**config.mk**
```make
export PLATFORM = sky130hd
export DESIGN_NAME = bcd_to_binary_seq
export DESIGN_NICKNAME = d
export VERILOG_FILES = /design/src/rtl/bcd_to_binary_seq.sv
export SDC_FILE = /design/constraint.sdc
export NUM_CORES = 1
export LEC_CHECK = 0
export ABC_AREA = 1
export CAP_MARGIN = 15
export CORE_MARGIN = 8
export CORE_UTILIZATION = 46
export DETAILED_ROUTE_END_ITERATION = 12
export HOLD_SLACK_MARGIN = 0.12
export PLACE_DENSITY = 0.7
export SYNTH_ARGS = -nofsm -noshare
export SYNTH_HDL_FRONTEND = slang
export SYNTH_SLANG_ARGS = --single-unit
export TNS_END_PERCENT = 100
```
**constraint.sdc**
```tcl
create_clock -name clk -period 3.8 [get_ports clk]
set_input_delay 0.95 -clock clk [delete_from_list [all_inputs] [get_ports clk]]
set_output_delay 0.95 -clock clk [all_outputs]
set_load 0.02 [all_outputs]
```
**src/rtl/bcd_to_binary_seq.sv**
```systemverilog
// Sequential packed-BCD to binary converter (reverse double-dabble).
// One right shift plus per-digit correction per clock; start/busy/done handshake.
module bcd_to_binary_seq #(
  parameter int DIGITS = 4,
  parameter int BIN_W  = 14
) (
  input  logic                  clk,
  input  logic                  rst_n,
  input  logic                  start,
  input  logic [4*DIGITS-1:0]   bcd_in,
  output logic                  busy,
  output logic                  done,
  output logic                  err,
  output logic [BIN_W-1:0]      binary
);

  localparam int BCD_W = 4 * DIGITS;
  localparam int CNT_W = $clog2(BIN_W + 1);
  localparam logic [CNT_W-1:0] LAST_CNT = CNT_W'(BIN_W - 1);

  typedef enum logic [0:0] {
    IDLE  = 1'b0,
    SHIFT = 1'b1
  } state_t;

  // True when any 4-bit digit of the operand is outside 0..9.
  function automatic logic has_bad_digit(input logic [BCD_W-1:0] v);
    logic bad;
    bad = 1'b0;
    for (int i = 0; i < DIGITS; i++) begin
      bad = bad | (v[4*i +: 4] > 4'd9);
    end
    return bad;
  endfunction

  // Reverse-dabble correction: a digit that is >= 8 after the shift loses 3.
  function automatic logic [BCD_W-1:0] correct_digits(input logic [BCD_W-1:0] v);
    logic [BCD_W-1:0] r;
    r = v;
    for (int i = 0; i < DIGITS; i++) begin
      r[4*i +: 4] = (v[4*i +: 4] >= 4'd8) ? (v[4*i +: 4] - 4'd3) : v[4*i +: 4];
    end
    return r;
  endfunction

  state_t             state_r, state_nxt_s;
  logic [BCD_W-1:0]   bcd_r, bcd_nxt_s, shift_bcd_s;
  logic [BIN_W-1:0]   bin_r, bin_nxt_s, shift_bin_s;
  logic [CNT_W-1:0]   cnt_r, cnt_nxt_s;
  logic               busy_r, busy_nxt_s;
  logic               done_r, done_nxt_s;
  logic               err_r, err_nxt_s;
  logic [BIN_W-1:0]   binary_r, binary_nxt_s;

  // {bcd,bin} shifted right by one with zero entering at the top, then corrected.
  assign shift_bcd_s = correct_digits({1'b0, bcd_r[BCD_W-1:1]});
  assign shift_bin_s = {bcd_r[0], bin_r[BIN_W-1:1]};

  // Next-state and next-output logic for the IDLE/SHIFT controller.
  always_comb begin
    state_nxt_s  = state_r;
    bcd_nxt_s    = bcd_r;
    bin_nxt_s    = bin_r;
    cnt_nxt_s    = cnt_r;
    busy_nxt_s   = busy_r;
    done_nxt_s   = 1'b0;
    err_nxt_s    = err_r;
    binary_nxt_s = binary_r;
    case (state_r)
      IDLE: begin
        if (start) begin
          if (has_bad_digit(bcd_in)) begin
            done_nxt_s   = 1'b1;
            err_nxt_s    = 1'b1;
            binary_nxt_s = {BIN_W{1'b0}};
          end else begin
            bcd_nxt_s   = bcd_in;
            bin_nxt_s   = {BIN_W{1'b0}};
            cnt_nxt_s   = {CNT_W{1'b0}};
            err_nxt_s   = 1'b0;
            busy_nxt_s  = 1'b1;
            state_nxt_s = SHIFT;
          end
        end else begin
          busy_nxt_s = 1'b0;
        end
      end
      SHIFT: begin
        bcd_nxt_s = shift_bcd_s;
        bin_nxt_s = shift_bin_s;
        cnt_nxt_s = cnt_r + CNT_W'(1);
        if (cnt_r == LAST_CNT) begin
          binary_nxt_s = shift_bin_s;
          done_nxt_s   = 1'b1;
          busy_nxt_s   = 1'b0;
          state_nxt_s  = IDLE;
        end else begin
          busy_nxt_s = 1'b1;
        end
      end
      default: begin
        state_nxt_s = IDLE;
        busy_nxt_s  = 1'b0;
      end
    endcase
  end

  // State, datapath and registered-output flops; reset aborts any conversion.
  always_ff @(posedge clk or negedge rst_n) begin
    if (!rst_n) begin
      state_r  <= IDLE;
      bcd_r    <= {BCD_W{1'b0}};
      bin_r    <= {BIN_W{1'b0}};
      cnt_r    <= {CNT_W{1'b0}};
      busy_r   <= 1'b0;
      done_r   <= 1'b0;
      err_r    <= 1'b0;
      binary_r <= {BIN_W{1'b0}};
    end else begin
      state_r  <= state_nxt_s;
      bcd_r    <= bcd_nxt_s;
      bin_r    <= bin_nxt_s;
      cnt_r    <= cnt_nxt_s;
      busy_r   <= busy_nxt_s;
      done_r   <= done_nxt_s;
      err_r    <= err_nxt_s;
      binary_r <= binary_nxt_s;
    end
  end

  assign busy   = busy_r;
  assign done   = done_r;
  assign err    = err_r;
  assign binary = binary_r;

endmodule

```
Word level (Yosys, flattened, before mapping)
Cells that the tools add are included.

Input port bits: 19. Register bits after elaboration: 52. Logic and storage cells: 59. Output and inout bits: 17.

Mux-type cells: 27. Bitwise logic cells: 4. $lt $le $gt $ge: 7. Reduce and logical (&&, ||, !) cells: 3. Eq/ne operators: 6. $add $sub $neg: 4.

Operators by type and width (count): $mux 14 (5); $pmux 14 s2 (2); $mux 16 (2); $pmux 16 s2 (1); $mux 4 (5); $gt 4x4->1 const B (4); $ge 4x4->1 const B (3); $sub 4x2->4 const B (3); $mux 1 (8); $pmux 4 s2 (1); $ne 2x2->1 const B (3); $pmux 1 s2 (3); $add 4x1->4 const B (1); $eq 4x4->1 const B (1); $reduce_and 2->1 (2); $ne 3x3->1 const B (1); $or 1x1->1 (3); $reduce_and 3->1 (1); $ne 2x1->1 const B (1); $not 1->1 (1).

Longest topological paths before layout
Gate-level depths: netlist of the first run.

Depth in word-level cells: 7. Depth in mapped cells: 8. Depth with buffers taken out: 7.

Worst setup path after synthesis of the first run
OpenSTA, ideal clock, no wires.

Path kind: input-to-reg. Start point: input port bcd_in[14]. End point: register binary_r[2] (netlist: binary[2]). Setup slack: 2.060 ns. Stages on the path: 8. Arrival time: 1.674 ns. Path buffers: 1. Setup time: 0.066 ns. Data required time: 3.734 ns. Cell sequence: nor2_1 -> nor2_1 -> nor2_2 -> nand2_2 -> nand2_2 -> buf_6 -> nand3_1 -> nand2_1.

Longest elaborated chain between the ends: 4.

RTL lines: start, declared (RTL line 10) `input logic [4*DIGITS-1:0] bcd_in,`; $gt 4x4->1 (RTL line 31) `bad = bad | (v[4*i +: 4] > 4'd9);`; $or 1x1->1 (RTL line 31); $ne 2x2->1 (no line); $reduce_and 3->1 (no line); end signal, assigned (RTL line 118) `binary_r <= {BIN_W{1'b0}};`; end signal, assigned (RTL line 127) `binary_r <= binary_nxt_s;`; end, declared (RTL line 53) `logic [BIN_W-1:0] binary_r, binary_nxt_s;`.

No other way between the ends. A chain may end at the register's enable or synchronous reset.

Worst setup path in the final report of the first run
Start point: register busy_r (netlist: busy). End point: output port busy.

RTL lines: start, declared (RTL line 50) `logic busy_r, busy_nxt_s;`; start signal, assigned (RTL line 124) `busy_r <= busy_nxt_s;`; end, declared (RTL line 11) `output logic busy,`.

No word-level cell between the ends.

==> metrics.md, run 1 <==
| Metric | Value |
|---|---|
| Area post-placement | 0.00296 mm2 |
| WL/cell | 13.6 um |
| Worst path max stage delay | 630 ps |
| Post-CTS sizing | 0 |
| Largest net degree at the start of global routing | 52 |
| First-pass GRT wire length | 10100 um |
| Clock slew at reported path FFs | 100 ps |
| RSZ-0062 raised after global routing | false |
| Buffers on Ports | 35 |
| Post-DP HPWL | 3740 um |
| Vias | 2187 |
| Max-cap violations | 0 |
| Max VDD drop | 0.213 mV |
| Proportion of synthesized area in mux cells | 0% |
| CP max stage cell | clkdlybuf4s50_1 |
| Starting Density | 47.4% |
| Worst Path Class, Setup | flip-flop to output port |
| Setup TNS | 0 ps |
| Synth cell types | 23 |
| Adder-Cell Fraction of Synth Area | 3.86% |
| CP Capture Type | output port |
| Clock latency on the worst-skew pair | 310 ps |
| Hold_sp | err |
| Final min period | 2280 ps |
| Worst R2R Setup Slack | 2000 ps |
| Worst setup endpoint | busy |
| Hold WC Path Type | flip-flop to flip-flop |
| Final instance area | 0.00305 mm2 |
| Hold_buf cts | 0 |
| RR Startpoint | cnt_r[1] |
| Die X | 91.1 um |
| Synth warnings | 0 |
| Chip height | 91.1 um |
| Power per cell area | 500 mW/mm2 |
| Crit path depth | 1 |
| Largest family of logic cells by synthesized area | simple AND/OR/NAND/NOR gates |
| Buf/Inv on CP | 1 |
| Syn avg cell area | 8.10 um2 |
| Critical path fanouts, max | 2 |
| Clock Sinks | 51 |
| CP Launch Point | busy |
| Status | finished clean |
| # setup viols final | 0 |
| Netlist Area Pre-Place | 0.00259 mm2 |
| Vias in the first global route | 2080 |
| Register area share after synthesis | 49.2% |
| Worst EP required | 2850 ps |
| Commonest non-fill, non-tap cell in the layout | nand2_1 |
| CTS tree | built |
| Grt total ovfl | 0 |
| # diodes | 0 |
| Crit path cell chain | clkdlybuf4s50_1 |
| Core area | 0.00547 mm2 |
| IO Count | 36 |
| Via density | 5.18 |
| Post-Synth XOR/XNOR Area | 1.35% |
| Total wire length | 5730 um |
| Fillers | 536 |
| Max Slew Vio Count | 0 |
| Die area | 0.00829 mm2 |
| R2r endpoint | busy |
| Critical Path Start Type | flip-flop |
| Final GP Congestion | 0.775 |
| Total GRT Usage | 14.6% |
| Setup Fix Bufs, Post-CTS | 0 |
| Antenna violations before repair | 0 |
| Post-synthesis register bit count | 51 |
| Layout cells sized above 1 | 6.86% |
| Layout area overhead | 17.8% |
| Iteration-0 DRC Markers | 210 |
| First-pass DRT Iterations | 4 |
| Top Family by Delay on Critical Path | buffers and inverters |
| Post-route ant nets | 0 |
| TritonCTS buffer count | 5 |
| Max Buffers Root-to-Sink | 2 |
| DRC Markers | 0 |
| Worst Tran Pin Value | 636 ps |
| Final hold vios | 0 |
| Final worst-path cycle share | 59.9% |
| Fin nets | 376 |
| Synth Area in Simple Gates | 34.5% |
| WP data arrival | 1330 ps |
| Std cell rows | 27 |
| R2R cell count | 8 |
| Relative slew slack | 57.6% |
| Clock Skew | 7.62 ps |
| Clock Root Buffer | clkbuf_8 |
| Synth Instances | 320 |
| Synth Area in Compound Gates | 4.10% |
| Max Freq | 440 MHz |
| Commonest non-fill, non-tap cells in the layout | nand2_1 (94), nand3_1 (79), dfrtp_1 (51), clkdlybuf4s50_1 (34), inv_1 (19) |
| H-tree levels | 2 |
| Lkg Pwr | 1.59 nW |
| Post-Syn Nets | 347 |
registers in the layout, summed over array words and instances, names as in the netlist:
signal / count
done: 1
busy: 1
state_r: 1
binary: 14
cnt_r: 4
err: 1
bin_r: 13
bcd_r: 16
final cells by class:
class	instances	area, um2	area share (%)
sequential	51	1280	41.8
multi-input combinational	232	1130	37.2
timing repair buffer	40	383	12.5
tap	72	90.1	2.95
clock buffer	6	82.6	2.70
inverter	19	71.3	2.34
clock inverter	2	16.3	0.533
where the power goes:
part | switching, W | leakage [nW] | total, W | internal (W)
Combinational | 0.000223 | 0.861 | 0.000396 | 0.000173
Clock | 0.000185 | 0.0474 | 0.000334 | 0.000149
Sequential | 0.000129 | 0.679 | 0.000798 | 0.000669
Total | 0.000537 | 1.59 | 0.00153 | 0.000991
metal layers:
| metal | share of wire (%) | track usage [%] | vias up |
|---|---|---|---|
| met5 | 0 | 0 | - |
| met4 | 1.4 | 5.32 | 0 |
| met3 | 4.1 | 3.54 | 6 |
| met2 | 50 | 23.9 | 40 |
| met1 | 45 | 18.3 | 1044 |
| li1 | - | - | 1097 |
metrics by stage:
step | setup slack [ps] | hold WS, ps | utilization, % | std cells | total power, W
final | 1520 | 500 | 55.8 | 422 | 0.00153
after global routing | 1470 | 520 | 55.8 | 422 | 0.00165
after CTS | 1510 | 501 | 55.8 | 422 | 0.00154
after detailed placement | 1380 | 477 | 54.0 | 414 | 0.00120
after global placement | 1420 | 476 | 54.0 | 414 | 0.00119
after floorplan | 2060 | 472 | - | 320 | 0.00109
logic make-up after synthesis:
| logic type | after synthesis |
|---|---|
| XOR/XNOR | 4 |
| buffers and inverters | 37 |
| AO/OA/AOI/OAI | 19 |
| adder cells (fa/ha/maj) | 8 |
| flip-flops | 51 |
| AND/OR/NAND/NOR | 201 |
how the worst min path moves through the flow:
stage / endpoint / cells after the start
after global routing: err / 2
final: err / 2
after detailed placement: err / 2
after floorplan: bcd_r[15] / 2
after CTS: err / 2
after global placement: err / 2
synth_stat cells (all sizes together):
cell / count / area (um2)
a21oi: 4 / 20.0
o22ai: 3 / 18.8
nand2: 97 / 377
o21ai: 9 / 45.0
ha: 8 / 100
inv: 19 / 71.3
or2: 3 / 18.8
buf: 17 / 101
dfrtp: 51 / 1280
o21bai: 3 / 22.5
xor2: 1 / 8.76
dlygate4sd1: 1 / 8.76
nor2: 19 / 76.3
xnor2: 3 / 26.3
nand3: 81 / 415
nand4: 1 / 6.26
No activity file was read; power rests on OpenSTA's default activity.
==> inputs of run 2 (changes only) <==
--- a/config.mk
+++ b/config.mk
@@ -11,7 +11,7 @@
 export CORE_UTILIZATION = 46
 export DETAILED_ROUTE_END_ITERATION = 12
 export HOLD_SLACK_MARGIN = 0.12
-export PLACE_DENSITY = 0.7
+export PLACE_DENSITY = 0.73
 export SYNTH_ARGS = -nofsm -noshare
 export SYNTH_HDL_FRONTEND = slang
 export SYNTH_SLANG_ARGS = --single-unit
==> constraint.sdc (replaced) <==
create_clock -name clk -period 2 [get_ports clk]
set_input_delay 0.5 -clock clk [delete_from_list [all_inputs] [get_ports clk]]
set_output_delay 0.5 -clock clk [all_outputs]
set_load 0.02 [all_outputs]
==> run 2 against run 1 <==
Against the previous run: clock skew is 1.9 ps higher; power is 91% higher; worst setup slack worse by 1300 ps; combinational power is 94% higher; critical endpoint is now binary[13].
==> metrics.md, run 2 (synthesized netlist as in run 1, its figures left out) <==
| Metric | Value |
|---|---|
| Status | finished clean |
| Fillers | 526 (-1.9%) |
| Largest Register | bcd_r |
| Final worst-path cycle share | 90.7% |
| Layout cells sized above 1 | 8.43% (+1.6 points) |
| Hold WC Path Type | input port to async pin |
| # diodes | 0 (unchanged) |
| Setup TNS | 0 ps (unchanged) |
| Relative slew slack | 69.0% (+11 points) |
| Std cell rows | 27 (unchanged) |
| Buffers on Ports | 35 (unchanged) |
| Final min period | 1810 ps |
| Power per cell area | 940 mW/mm2 (+88%) |
| First-pass DRT Iterations | 4 (unchanged) |
| Max VDD drop | 0.412 mV (+93%) |
| Largest net degree at the start of global routing | 52 (unchanged) |
| CP Capture Type | output port |
| Worst path max stage delay | 620 ps (about the same) |
| Clock Skew | 9.55 ps (+1.93 ps) |
| Max Freq | 551 MHz |
| Critical Path Start Type | flip-flop |
| RSZ-0062 raised after global routing | false |
| Layout area overhead | 19.9% |
| Post-DP HPWL | 3960 um (+6.0%) |
| Grt total ovfl | 0 (unchanged) |
| TritonCTS buffer count | 5 (unchanged) |
| Die area | 0.00829 mm2 (unchanged) |
| CP max stage cell | clkdlybuf4s50_1 |
| Top Family by Delay on Critical Path | buffers and inverters |
| Total wire length | 5670 um (-1.2%) |
| Via density | 5.24 (+1.0%) |
| PnR worst setup slack | 186 ps (-1340 ps) |
| Final hold vios | 0 (unchanged) |
| Commonest non-fill, non-tap cell in the layout | nand2_1 |
| DP Worst Slack | 55.9 ps (-1320 ps) |
| Clock latency on the worst-skew pair | 310 ps (about the same) |
| Vias | 2241 (+2.5%) |
| # setup viols final | 0 (unchanged) |
| Worst Tran Pin Value | 465 ps (-171 ps) |
| IO Count | 36 (unchanged) |
| Clock Sinks | 51 (unchanged) |
| Critical path fanouts, max | 2 (unchanged) |
| Vias in the first global route | 2245 (+7.9%) |
| Clock Root Buffer | clkbuf_8 |
| Commonest non-fill, non-tap cells in the layout | nand2_1 (94), nand3_1 (79), dfrtp_1 (51), clkdlybuf4s50_1 (34), inv_1 (19) |
| Final GP Congestion | 0.781 (+0.76%) |
| Post-CTS sizing | 0 (unchanged) |
| Total GRT Usage | 14.1% (-0.55 points) |
| Largest register FFs | 16 (unchanged) |
| Iteration-0 DRC Markers | 141 (-33%) |
| Hold_buf cts | 0 (unchanged) |
| Chip height | 91.1 um (unchanged) |
| WP data arrival | 1310 ps (-20 ps) |
| Starting Density | 47.4% (unchanged) |
| Die X | 91.1 um (unchanged) |
| CTS tree | built |
| Lkg Pwr | 1.62 nW (+2.2%) |
| Worst Path Class, Setup | flip-flop to output port |
| Max Buffers Root-to-Sink | 2 (unchanged) |
| Worst EP required | 1500 ps (-1350 ps) |
| Crit path cell chain | clkdlybuf4s50_1 |
| Min Hold Slack | 155 ps (-345 ps) |
| WL/cell | 13.2 um (-2.6%) |
| Clock slew at reported path FFs | 90 ps (about the same) |
| Setup Fix Bufs, Post-CTS | 0 (unchanged) |
| Max-cap violations | 0 (unchanged) |
| Antenna violations before repair | 0 (unchanged) |
| H-tree levels | 2 (unchanged) |
| DRC Markers | 0 (unchanged) |
| Fin nets | 382 (+1.6%) |
| Max Slew Vio Count | 0 (unchanged) |
| Post-route ant nets | 0 (unchanged) |
| Buf/Inv on CP | 1 (unchanged) |
| Core area | 0.00547 mm2 (unchanged) |
| First-pass GRT wire length | 9890 um (-1.9%) |
| Worst R2R Setup Slack | 330 ps (-1670 ps) |
==> run 2: changes by cell type in the layout (fill, tap and decap cells not counted), sizes merged <==
| cell | before | now |
|---|---|---|
| buf | 6 | 12 |
| clkinvlp | 1 | 0 |
| inv | 19 | 20 |
==> run 2: through the flow <==
step	total power, W	area, um2	std cells	util [%]
floorplan	0.00206	2590	320	-
global placement	0.00228	3010	420	55.1
detailed placement	0.00232	3010	420	55.1
CTS	0.00294	3110	428	56.8
global route	0.00314	3110	428	56.8
finish	0.00292	3110	428	56.8
==> run 2: final timing paths <==
check | start | end | depth (start not counted)
min in group clk | binary[9] | binary[9] | 2
hold reg to reg | binary[9] | binary[9] | 2
max in group asynchronous | rst_n | bcd_r[1] | 2
setup / recovery | binary[13] | binary[13] | 1
setup reg to reg | cnt_r[1] | binary[10] | 8
hold / removal | rst_n | bcd_r[13] | 2
==> run 2: report_power, final <==
| part | leakage (nW) | total [W] | switching, W | internal [W] |
|---|---|---|---|---|
| clock | 0.0516 | 0.000627 | 0.000344 | 0.000283 |
| combinational | 0.892 | 0.000770 | 0.000421 | 0.000350 |
| sequential | 0.679 | 0.00153 | 0.000254 | 0.00127 |
| total | 1.62 | 0.00292 | 0.00102 | 0.00191 |
==> run 2: area by class of cell <==
cell class | count | area, um2 | area share, %
Sequential cell | 51 | 1280 | 41.0
Multi-Input combinational cell | 232 | 1130 | 36.5
Timing Repair Buffer | 46 | 440 | 14.2
Tap cell | 72 | 90.1 | 2.90
Clock buffer | 6 | 82.6 | 2.66
Inverter | 19 | 71.3 | 2.29
Clock inverter | 2 | 13.8 | 0.443
==> run 2: metal layers <==
metal,up-vias,GRT usage (%),wire (um)
met5,-,0,0
li1,1105,-,-
met4,0,5.87,97
met1,1089,16.9,2550
met2,39,24.1,2820
met3,8,2.63,194
==> inputs of run 3 (changes only) <==
--- a/config.mk
+++ b/config.mk
@@ -7,11 +7,14 @@
 export LEC_CHECK = 0
 export ABC_AREA = 1
 export CAP_MARGIN = 15
+export CELL_PAD_IN_SITES_DETAIL_PLACEMENT = 0
+export CELL_PAD_IN_SITES_GLOBAL_PLACEMENT = 2
 export CORE_MARGIN = 8
-export CORE_UTILIZATION = 46
+export CORE_UTILIZATION = 29
 export DETAILED_ROUTE_END_ITERATION = 12
 export HOLD_SLACK_MARGIN = 0.12
-export PLACE_DENSITY = 0.73
+export PLACE_DENSITY = 0.76
+export REMOVE_ABC_BUFFERS = 1
 export SYNTH_ARGS = -nofsm -noshare
 export SYNTH_HDL_FRONTEND = slang
 export SYNTH_SLANG_ARGS = --single-unit
==> run 3 against run 2 <==
Against the previous run: clock power fell by 5.6%; register-to-register slack improved by 230 ps; power fell by 0.92%; global-route usage fell by 3.5 points; clock skew barely moved; sequential share of layout area fell by 0.86 points; worst hold slack got worse by 19 ps; clock-buffer cell count did not move; critical path type unchanged; critical endpoint is now busy; largest power group unchanged.
==> metrics.md, run 3 (synthesized netlist as in run 1, its figures left out) <==
| Metric | Value |
|---|---|
| Status | finished clean |
| Vias | 2177 (-2.9%) |
| WL/cell | 13.6 um (+2.5%) |
| Starting Density | 29.9% (-17 points) |
| Final min period | 1820 ps (+4.45 ps) |
| PnR worst setup slack | 182 ps (-4.44 ps) |
| Max Buffers Root-to-Sink | 2 (unchanged) |
| Hold WC Path Type | input port to async pin |
| Total GRT Usage | 10.5% (-3.5 points) |
| Combinational share of power | 27.0% (+0.7 points) |
| Worst EP required | 1500 ps (about the same) |
| TritonCTS buffer count | 5 (unchanged) |
| Clock Skew | 9.75 ps (+0.203 ps) |
| Clock slew at reported path FFs | 100 ps (about the same) |
| Largest Register | bcd_r |
| Critical Path Start Type | flip-flop |
| Relative slew slack | 68.8% (-0.15 points) |
| Buf/Inv on CP | 1 (unchanged) |
| Grt total ovfl | 0 (unchanged) |
| Die X | 111 um (+21%) |
| # setup viols final | 0 (unchanged) |
| Final GP Congestion | 0.735 (-5.9%) |
| NetSw | 0.00103 W (+0.73%) |
| Buffers on Ports | 35 (unchanged) |
| Post-CTS sizing | 0 (unchanged) |
| # diodes | 0 (unchanged) |
| Commonest non-fill, non-tap cell in the layout | nand2_1 |
| Post-route ant nets | 0 (unchanged) |
| Fin nets | 383 (+0.26%) |
| Setup Fix Bufs, Post-CTS | 0 (unchanged) |
| Layout cells sized above 1 | 8.40% (-0.024 points) |
| First-pass DRT Iterations | 4 (unchanged) |
| Clock Power Share | 20.5% (-1.0 points) |
| Antenna violations before repair | 0 (unchanged) |
| WP data arrival | 1320 ps (about the same) |
| Top Family by Delay on Critical Path | buffers and inverters |
| Critical path fanouts, max | 2 (unchanged) |
| CP max stage cell | clkdlybuf4s50_1 |
| Switching Fraction | 35.4% (+0.58 points) |
| Clock Root Buffer | clkbuf_8 |
| Area post-placement | 0.00309 mm2 (+2.6%) |
| Final worst-path cycle share | 90.9% (+0.22 points) |
| Reg area | 0.00128 mm2 (unchanged) |
| Layout area overhead | 22.5% |
| Max VDD drop | 0.337 mV (-18%) |
| Crit path cell chain | clkdlybuf4s50_1 |
| Worst Tran Pin Value | 467 ps (+2.71 ps) |
| Std cell rows | 34 (+26%) |
| Core area | 0.00868 mm2 (+59%) |
| RSZ-0062 raised after global routing | false |
| Fillers | 933 (+77%) |
| Clock Sinks | 51 (unchanged) |
| H-tree levels | 2 (unchanged) |
| Hold_buf cts | 0 (unchanged) |
| Total wire length | 6310 um (+11%) |
| Vias in the first global route | 2139 (-4.7%) |
| Sequential share of power | 52.6% (+0.4 points) |
| Power per cell area | 912 mW/mm2 (-3.0%) |
| CTS tree | built |
| Clock latency on the worst-skew pair | 300 ps (about the same) |
| Final instance area | 0.00318 mm2 (+2.1%) |
| IO Count | 36 (unchanged) |
| Worst path max stage delay | 620 ps (about the same) |
| Max Slew Vio Count | 0 (unchanged) |
| Die area | 0.0122 mm2 (+47%) |
| Post-DP HPWL | 4320 um (+9.0%) |
| Worst Path Class, Setup | flip-flop to output port |
| Multi-input logic area | 0.00113 mm2 (unchanged) |
| Via density | 4.68 (-11%) |
| Chip height | 111 um (+21%) |
| Max-cap violations | 0 (unchanged) |
| Post-layout util | 36.6% (-20 points) |
| Iteration-0 DRC Markers | 74 (-48%) |
| Largest register FFs | 16 (unchanged) |
| Final hold vios | 0 (unchanged) |
| Commonest non-fill, non-tap cells in the layout | nand2_1 (94), nand3_1 (79), dfrtp_1 (51), clkdlybuf4s50_1 (34), inv_1 (19) |
| Max Freq | 550 MHz (-0.24%) |
| Total power | 0.00290 W (-0.92%) |
| Largest net degree at the start of global routing | 38 (-27%) |
| DRC Markers | 0 (unchanged) |
| DP Worst Slack | -10.9 ps (-66.8 ps) |
| Int Pwr | 0.00187 W (-1.8%) |
| First-pass GRT wire length | 10900 um (+9.9%) |
| Lkg Pwr | 1.63 nW (+0.48%) |
| CP Capture Type | output port |
-- run 3: worst paths after layout --
kind / slack (ps) / depth (start not counted) / endpoint / start
max in group asynchronous: 1320 / 2 / state_r / rst_n
worst max-delay path: 180 / 1 / busy / busy
worst min register to register: 500 / 2 / err / err
worst max register to register: 560 / 7 / binary[12] / cnt_r[0]
min in group clk: 500 / 2 / err / err
worst min-delay path: 140 / 1 / cnt_r[1] / rst_n
-- run 3: power by group through the flow --
stage	sequential (W)	clock (W)	combinational [W]
2_1_floorplan	0.00151	0	0.000518
3_3_place_gp	0.00154	0	0.000784
3_5_place_dp	0.00154	0	0.000795
4_1_cts	0.00152	0.000625	0.000798
5_1_grt	0.00157	0.000661	0.000909
6_report	0.00152	0.000592	0.000782
-- run 3: area by class of cell --
cell class | instances | area share (%)
Clock buffer | 6 | 2.29
Clock inverter | 2 | 0.394
Inverter | 19 | 2.25
Multi-Input combinational cell | 232 | 35.7
Sequential cell | 51 | 40.2
Tap cell | 108 | 4.26
Timing Repair Buffer | 47 | 14.9
-- run 3: layer usage --
metal	track usage, %	vias to the layer above	part of all wire, %
met5	0	-	0
met4	3.51	0	1.4
met3	2.54	6	4.3
met2	16.8	44	46
met1	13.6	1012	48
li1	-	1115	-
-- run 3: per-stage QoR --
step	TNS, ps	hold slack (ps)	std cells
finish	0	136	465
CTS	0	141	465
detailed placement	-26.9	481	457
global route	0	154	465
global placement	0	467	457
floorplan	-11440	204	302
